File: config.mk
export PLATFORM = sky130hd
export DESIGN_NAME = issue_ctrl
export DESIGN_NICKNAME = d
export VERILOG_FILES = /design/src/rtl/issue_ctrl.sv
export SDC_FILE = /design/constraint.sdc
export NUM_CORES = 1
export LEC_CHECK = 0
export ABC_AREA = 1
export CAP_MARGIN = 20
export CORE_MARGIN = 5
export CORE_UTILIZATION = 45
export DETAILED_ROUTE_END_ITERATION = 10
export PLACE_DENSITY = 0.83
export SYNTH_ARGS = -nofsm -noshare
export SYNTH_HDL_FRONTEND = slang
export SYNTH_SLANG_ARGS = --single-unit
File: constraint.sdc
create_clock -name clk -period 2.2 [get_ports clk]
set_input_delay 0.44 -clock clk [delete_from_list [all_inputs] [get_ports clk]]
set_output_delay 0.44 -clock clk [all_outputs]
set_load 0.01 [all_outputs]
File: src/rtl/issue_ctrl.sv
// issue_ctrl: one-entry issue register between decode and execute,
// with a register scoreboard and a single outstanding branch lockout.
module issue_ctrl #(
    parameter int NREGS = 32,
    parameter int CNT_W = 16
) (
    input  logic             clk,
    input  logic             rst,
    input  logic             in_valid,
    output logic             in_ready,
    input  logic [4:0]       in_op_type,
    input  logic [6:0]       in_op_spec,
    input  logic [31:0]      in_imm,
    input  logic [4:0]       in_rs1_ind,
    input  logic [4:0]       in_rs2_ind,
    input  logic [4:0]       in_rd_ind,
    input  logic             in_uses_rs1,
    input  logic             in_uses_rs2,
    input  logic             in_writes_rd,
    output logic             out_valid,
    input  logic             out_ready,
    output logic [4:0]       out_op_type,
    output logic [6:0]       out_op_spec,
    output logic [31:0]      out_imm,
    output logic [4:0]       out_rs1_ind,
    output logic [4:0]       out_rs2_ind,
    output logic [4:0]       out_rd_ind,
    input  logic             wb_valid,
    input  logic [4:0]       wb_rd_ind,
    input  logic             br_resolve,
    input  logic             br_redirect,
    output logic [CNT_W-1:0] stall_cnt,
    output logic [CNT_W-1:0] issue_cnt
);

    localparam logic [4:0] OP_ARITH  = 5'd1;
    localparam logic [4:0] OP_MEMORY = 5'd2;
    localparam logic [4:0] OP_BRANCH = 5'd4;
    localparam logic [4:0] OP_JUMP   = 5'd8;

    typedef enum logic {
        RUN,
        BR_WAIT
    } state_t;

    state_t r_state;
    state_t w_state_nxt;

    logic [NREGS-1:0] r_pend;
    logic [NREGS-1:0] w_pend_nxt;
    logic [NREGS-1:0] w_wb_clr;
    logic [NREGS-1:0] w_acc_set;

    logic             r_out_valid;
    logic [4:0]       r_op_type;
    logic [6:0]       r_op_spec;
    logic [31:0]      r_imm;
    logic [4:0]       r_rs1;
    logic [4:0]       r_rs2;
    logic [4:0]       r_rd;
    logic [CNT_W-1:0] r_stall_cnt;
    logic [CNT_W-1:0] r_issue_cnt;

    logic w_slot_free;
    logic w_rs1_haz;
    logic w_rs2_haz;
    logic w_waw_haz;
    logic w_hazard;
    logic w_ready;
    logic w_accept;
    logic w_is_ctl;
    logic w_kill;
    logic w_stall;

    // A writeback in the same cycle releases its register immediately.
    assign w_rs1_haz = in_uses_rs1 && (in_rs1_ind != 5'd0)
                    && r_pend[in_rs1_ind]
                    && !(wb_valid && wb_rd_ind == in_rs1_ind);
    assign w_rs2_haz = in_uses_rs2 && (in_rs2_ind != 5'd0)
                    && r_pend[in_rs2_ind]
                    && !(wb_valid && wb_rd_ind == in_rs2_ind);
    assign w_waw_haz = in_writes_rd && (in_rd_ind != 5'd0)
                    && r_pend[in_rd_ind]
                    && !(wb_valid && wb_rd_ind == in_rd_ind);
    assign w_hazard  = w_rs1_haz || w_rs2_haz || w_waw_haz;

    assign w_slot_free = !r_out_valid || out_ready;
    assign w_ready     = !rst && (r_state == RUN) && w_slot_free && !w_hazard;
    assign w_accept    = in_valid && w_ready;
    assign w_stall     = in_valid && !w_ready;
    assign w_is_ctl    = (in_op_type == OP_BRANCH) || (in_op_type == OP_JUMP);
    assign w_kill      = (r_state == BR_WAIT) && br_resolve && br_redirect;

    // Set beats clear when the same register retires and is reissued.
    always_comb begin
        w_wb_clr  = '0;
        w_acc_set = '0;
        if (wb_valid && wb_rd_ind != 5'd0) begin
            w_wb_clr[wb_rd_ind] = 1'b1;
        end
        if (w_accept && in_writes_rd && in_rd_ind != 5'd0) begin
            w_acc_set[in_rd_ind] = 1'b1;
        end
        w_pend_nxt = (r_pend & ~w_wb_clr) | w_acc_set;
    end

    always_comb begin
        w_state_nxt = r_state;
        unique case (r_state)
            RUN: begin
                if (w_accept && w_is_ctl) begin
                    w_state_nxt = BR_WAIT;
                end
            end
            BR_WAIT: begin
                if (br_resolve) begin
                    w_state_nxt = RUN;
                end
            end
            default: w_state_nxt = RUN;
        endcase
    end

    always_ff @(posedge clk) begin
        if (rst) begin
            r_state <= RUN;
            r_pend  <= '0;
        end else begin
            r_state <= w_state_nxt;
            r_pend  <= w_pend_nxt;
        end
    end

    always_ff @(posedge clk) begin
        if (rst) begin
            r_out_valid <= 1'b0;
            r_op_type   <= '0;
            r_op_spec   <= '0;
            r_imm       <= '0;
            r_rs1       <= '0;
            r_rs2       <= '0;
            r_rd        <= '0;
        end else if (w_accept) begin
            r_out_valid <= 1'b1;
            r_op_type   <= in_op_type;
            r_op_spec   <= in_op_spec;
            r_imm       <= in_imm;
            r_rs1       <= in_rs1_ind;
            r_rs2       <= in_rs2_ind;
            r_rd        <= in_rd_ind;
        end else if (w_kill || (r_out_valid && out_ready)) begin
            r_out_valid <= 1'b0;
        end
    end

    always_ff @(posedge clk) begin
        if (rst) begin
            r_stall_cnt <= '0;
            r_issue_cnt <= '0;
        end else begin
            if (w_stall && r_stall_cnt != '1) begin
                r_stall_cnt <= r_stall_cnt + CNT_W'(1);
            end
            if (w_accept && r_issue_cnt != '1) begin
                r_issue_cnt <= r_issue_cnt + CNT_W'(1);
            end
        end
    end

    // A resolve can only target a branch that already left the slot.
    always_ff @(posedge clk) begin
        if (!rst) begin
            assert (!(r_state == RUN && br_resolve));
            assert (!(w_kill && r_out_valid));
        end
    end

    assign in_ready    = w_ready;
    assign out_valid   = r_out_valid;
    assign out_op_type = r_op_type;
    assign out_op_spec = r_op_spec;
    assign out_imm     = r_imm;
    assign out_rs1_ind = r_rs1;
    assign out_rs2_ind = r_rs2;
    assign out_rd_ind  = r_rd;
    assign stall_cnt   = r_stall_cnt;
    assign issue_cnt   = r_issue_cnt;

endmodule

## After elaboration in Yosys (flattened, before gate mapping)

Cells that the tools add are included.

| word-level totals | value |
|---|---|
| memories kept | 0 |
| bits in latches | 0 |
| register bits | 125 |
| RAM bits | 0 |
| ROM bits | 0 |

| cells by class | value |
|---|---|
| eq/ne operators | 7 |
| order comparisons | 6 |
| mux-type cells | 17 |
| add/sub/neg operators | 2 |
| multipliers | 0 |
| shifts and indexed selects | 0 |
| divide/modulo/power cells | 0 |
| reductions and logical operators | 45 |
| bitwise operators | 4 |

Operators with widths:

| kind | count |
|---|---|
| 32-bit two-way mux | 2 |
| 16-bit by 1-bit adder with 16-bit output, second input constant | 2 |
| 32-bit bitwise AND | 1 |
| 16-bit inequality test, second input constant | 2 |
| 32-bit NOT | 1 |
| 32-bit bitwise OR | 1 |
| 1-bit logical AND | 28 |
| 5-bit by 6-bit less-than comparator with 1-bit output, second input constant | 4 |
| 5-bit nonzero test | 4 |
| 1-bit binary-select mux with 5-bit select | 3 |
| 5-bit == test | 3 |
| 1-bit demux with 5-bit select | 2 |
| 5-bit by 1-bit greater-or-equal comparator with 1-bit output, second input constant | 2 |
| 1-bit two-way mux | 9 |
| 1-bit logical NOT | 7 |
| 5-bit by 3-bit == test with 1-bit output, second input constant | 1 |
| 5-bit by 4-bit == test with 1-bit output, second input constant | 1 |
| 1-bit logical OR | 5 |
| 1-bit one-hot mux with 2 select lines | 1 |
| 2-bit nonzero test | 1 |
| 1-bit NOT | 1 |

## Longest topological paths before layout

| depth | value |
|---|---|
| word-level depth | 13 |
| gate-level depth with buffers | 19 |
| depth with buffers taken out | 16 |

## Least setup slack after synthesis

OpenSTA, ideal clock, no wires.

| path | value |
|---|---|
| path type | input-to-output |
| from | in in_rs1_ind[0] |
| to | out in_ready |
| slack | -20 ps |
| data arrival time | 1,780 ps |
| buffers on the path | 4 |
| required time | 1,760 ps |
| cell stages on the path | 12 |
| cell sequence | buf_2 buf_2 o211ai_1 nand2_1 nor2_1 nand2_1 nand3_1 inv_2 nor2_1 nor2_4 buf_4 buf_4 |

| between the ends | value |
|---|---|
| longest elaborated chain between the ends | 8 |

Ends and longest elaborated chain:

| element | line | source |
|---|---|---|
| start, declared | 14 | `input logic [4:0] in_rs1_ind,` |
| 1-bit binary-select mux with 5-bit select (tied with other cells) | 77 | `&& r_pend[in_rs1_ind]` |
| 1-bit two-way mux (not written as such) (tied with other cells) | 77 |  |
| 1-bit logical AND / 1-bit logical NOT (equally long branches) | 77, 78 |  |
| 1-bit logical AND (*) | 78 | `&& !(wb_valid && wb_rd_ind == in_rs1_ind);` |
| 1-bit logical OR (*) (2 in a row) | 85 | `assign w_hazard = w_rs1_haz \|\| w_rs2_haz \|\| w_waw_haz;` |
| 1-bit logical NOT (*) | 88 | `assign w_ready = !rst && (r_state == RUN) && w_slot_free && !w_hazard;` |
| 1-bit logical AND (*) | 88 |  |
| end, declared | 10 | `output logic in_ready,` |

Every way passes the cells marked *; elsewhere a longest branch is shown, timed or not. The select of a mux whose other input is x is not followed.

## Worst setup path in the final report

| path | value |
|---|---|
| from | in in_rd_ind[4] |
| to | out in_ready |

| between the ends | value |
|---|---|
| longest elaborated chain between the ends | 7 |

Ends and longest elaborated chain:

| element | line | source |
|---|---|---|
| start, declared | 16 | `input logic [4:0] in_rd_ind,` |
| 1-bit binary-select mux with 5-bit select (tied with other cells) | 83 | `&& r_pend[in_rd_ind]` |
| 1-bit two-way mux (not written as such) (tied with other cells) | 83 |  |
| 1-bit logical AND / 1-bit logical NOT (equally long branches) | 83, 84 |  |
| 1-bit logical AND (*) | 84 | `&& !(wb_valid && wb_rd_ind == in_rd_ind);` |
| 1-bit logical OR (*) | 85 |  |
| 1-bit logical NOT (*) | 88 |  |
| 1-bit logical AND (*) | 88 |  |

Marked as above.

==> out/metrics.cfg <==
[setup_path]
worstPathMaxFanout=6
crit_required_ns=1.76
critPathCaptureType=primary output
worstPathArrival_ns=1.76
critPathKind=input port to primary output
start_kind=input port
r2r_cells=17

[timing]
finalSetupViolations=0
fin_skew_ns=0.0171
finalCriticalPeriod_ns=2.20
timing.fmax_ghz=0.455
worst_pin_slew_ns=0.867
final_max_slew_viol_count=0
relSlewSlack=0.422
fin_crit_sh=0.999
hold_ws_ns=0.459
grt_setup_unrepaired=true
layout_setup_ws_ns=0.00180
hold_viol_final=0

[min_path]
hold_depth=4
hp-class=input port to flip-flop

[cts]
clk_latency_ns=0.42
clock_tree.root_cell=clkbuf_16
clock_path_buffers=2
cts_hold_buf=0
cts_buffers=17
htree_levels=4
numClockSinks=125
tritoncts=yes
clkTransAtPathRegs_ns=0.06

[synthesis]
netlist_area_um2=6830
netlist_top_cells_area=dfxtp_1 37%, nand2_1 18%, a21oi_1 9.3%, nand3_1 5.7%, nand4_1 4.6%
ys_seq_elements=125
ys_types=31
synth.avg_cell_area_um2=6.44
synth_nets=1137
seq_area_frac_synth=0.366
yosysWarnings=0
yosysTopAreaCell=dfxtp_1
synth_cells=1061
synth_top_area_share=0.366

[drt]
dr.max_layer_used=met4
via_count=8260
routedLengthMet1_mm=10.0
via_per_inst=5.56
dr_wl_met3_mm=2.05
first_iter_violations=853
first_pass_iters=6
route.detailed.drc=0
wl_met2_mm=11.8
totalWireLength_mm=24.9
ant_nets=0
route.detailed.wl_per_inst_um=16.8

[status]
outcome=finished clean

[power]
irDropWorstVdd_mv=0.512
power_density_nw_per_um2=625
p_int_mw=4.61
power_frac_clock=0.460
switchingPower_mw=1.69
p_sw_frac=0.268
power.leakage_nw=3.84
seqPwrFrac=0.375
p_comb_frac=0.166

[cells_and_area]
regArea_um2=2540
layout_commonest_cell=nand2_1
antenna_cells=0
layout_common_cells=326 x nand2_1, 143 x clkdlybuf4s50_1, 125 x a21oi_1
n_fill_cell=1236
final_nets=1360
multiInputGateArea_um2=3790
final_core_util=0.670
drive_gt1_frac=0.156
synthToLayoutAreaGrowth_pct=47.6

[floorplanning]
core_area_um2=15000
die_area_um2=17700
io-pin-count=167
die_h_um=133
die_w_um=133
initial_utilization=0.454
placementRows=45

[global_route]
gr-usage-all-layers=0.265
antenna_found_initial=0
grt_pass1_vias=7692
grt_pass1_wl_mm=38.8
grt_max_degree=81
grt.overflow.total=0

[placement]
portBuffers=166
post-dp-hpwl_mm=17.2
gp_congestion=1.01
detailedPlace.worstSlack_ns=-0.809

[run]
cap_violations=0

==> state kept, by name, summed over array words and instances, names as in the netlist <==
signal       count
out_imm         32
r_pend          32
issue_cnt       16
stall_cnt       16
out_op_spec      7
out_op_type      5
out_rd_ind       5
out_rs1_ind      5
out_rs2_ind      5
out_valid        1
r_state          1
==> final timing paths <==
| check | from | to | slack (ns) |
|---|---|---|---|
| min | in_rs2_ind[3] | out_rs2_ind[3]$_SDFFE_PP0P_ | 0.46 |
| max reg2reg | r_pend[7]$_SDFF_PP0_ | issue_cnt[5]$_SDFFE_PP0P_ | 0.08 |
| max | in_rd_ind[4] | in_ready | 0.002 |
| min reg2reg | out_rs2_ind[1]$_SDFFE_PP0P_ | out_rs2_ind[1]$_SDFFE_PP0P_ | 0.46 |
==> critical path, cell delays in order <==
cell and delay [ns]:
clkdlybuf4s15_1 0.22, buf_6 0.17, buf_4 0.13, nor3_2 0.20, nand2_1 0.08, nand2_1 0.07
nor2_1 0.05, nand2_1 0.07, nand2_1 0.07, nand3_2 0.08, nor2_4 0.05, buf_6 0.12
==> cell usage after synthesis <==
| cell type | instances |
|---|---|
| o21ai_0 | 49 |
| or2_2 | 1 |
| a31oi_1 | 1 |
| nor3_1 | 22 |
| a21oi_1 | 127 |
| o22ai_1 | 5 |
| nand3b_1 | 1 |
| nor4_1 | 6 |
| nand2_2 | 2 |
| buf_6 | 1 |
| xnor2_1 | 7 |
| xor2_1 | 22 |
| nand4_1 | 50 |
| a2111oi_0 | 1 |
| buf_4 | 14 |
| buf_1 | 3 |
| a21boi_0 | 1 |
| clkinv_1 | 1 |
| nand3_1 | 78 |
| dfxtp_1 | 125 |
| inv_1 | 74 |
| clkbuf_1 | 24 |
| nor2_1 | 75 |
| nor2_4 | 1 |
| o21ai_1 | 3 |
| inv_2 | 9 |
| o211ai_1 | 6 |
| buf_2 | 19 |
| nand3_2 | 2 |
| nand2_1 | 329 |
| ha_1 | 2 |
==> per-layer routing <==
layer	track usage	up-vias
met5	0	-
li1	-	3958
met1	0.342	3776
met3	0.0525	95
met2	0.434	431
met4	0.107	0
==> power groups by stage <==
stage / combinational (mW) / sequential [mW] / clock (mW)
final: 1.04 / 2.36 / 2.90
after global routing: 1.12 / 2.37 / 3.05
after CTS: 0.990 / 2.36 / 2.93
after detailed placement: 0.966 / 2.41 / 0
after global placement: 0.956 / 2.41 / 0
after floorplan: 0.412 / 2.44 / 0
==> cell families after synthesis <==
kind of cell / synth area share
AOI/OAI and AO/OA: 0.146
and+or+nand+nor: 0.355
adders and majority gates: 0.00366
DFF: 0.366
buffers and inverters: 0.0920
xor gates and xnor gates: 0.0372
==> layout make-up <==
cell class / count / area share
Multi-Input combinational cell: 791 / 0.376
Timing Repair Buffer: 264 / 0.255
Sequential cell: 125 / 0.252
Clock buffer: 18 / 0.0426
Inverter: 84 / 0.0334
Tap cell: 188 / 0.0233
Clock inverter: 14 / 0.0179
Timing Repair inverter: 1 / 0.000745
==> per-stage QoR <==
step                TNS [ns]  power, mW  cells  instance area (um^2)
floorplan                  0       2.85   1061                  6830
global placement      -71.21       3.36   1442                  9200
detailed placement    -74.12       3.38   1442                  9200
CTS                        0       6.28   1481                  9930
global route           -3.29       6.53   1485                 10100
finish                     0       6.30   1485                 10100
==> repair_timing <==
item                       CTS  global route
cloned                       1             3
buffers inserted             6             1
resized for setup           88            36
pin swaps                   12            12
setup endpoints to repair  114            91
(Power assumes the default switching activity.)
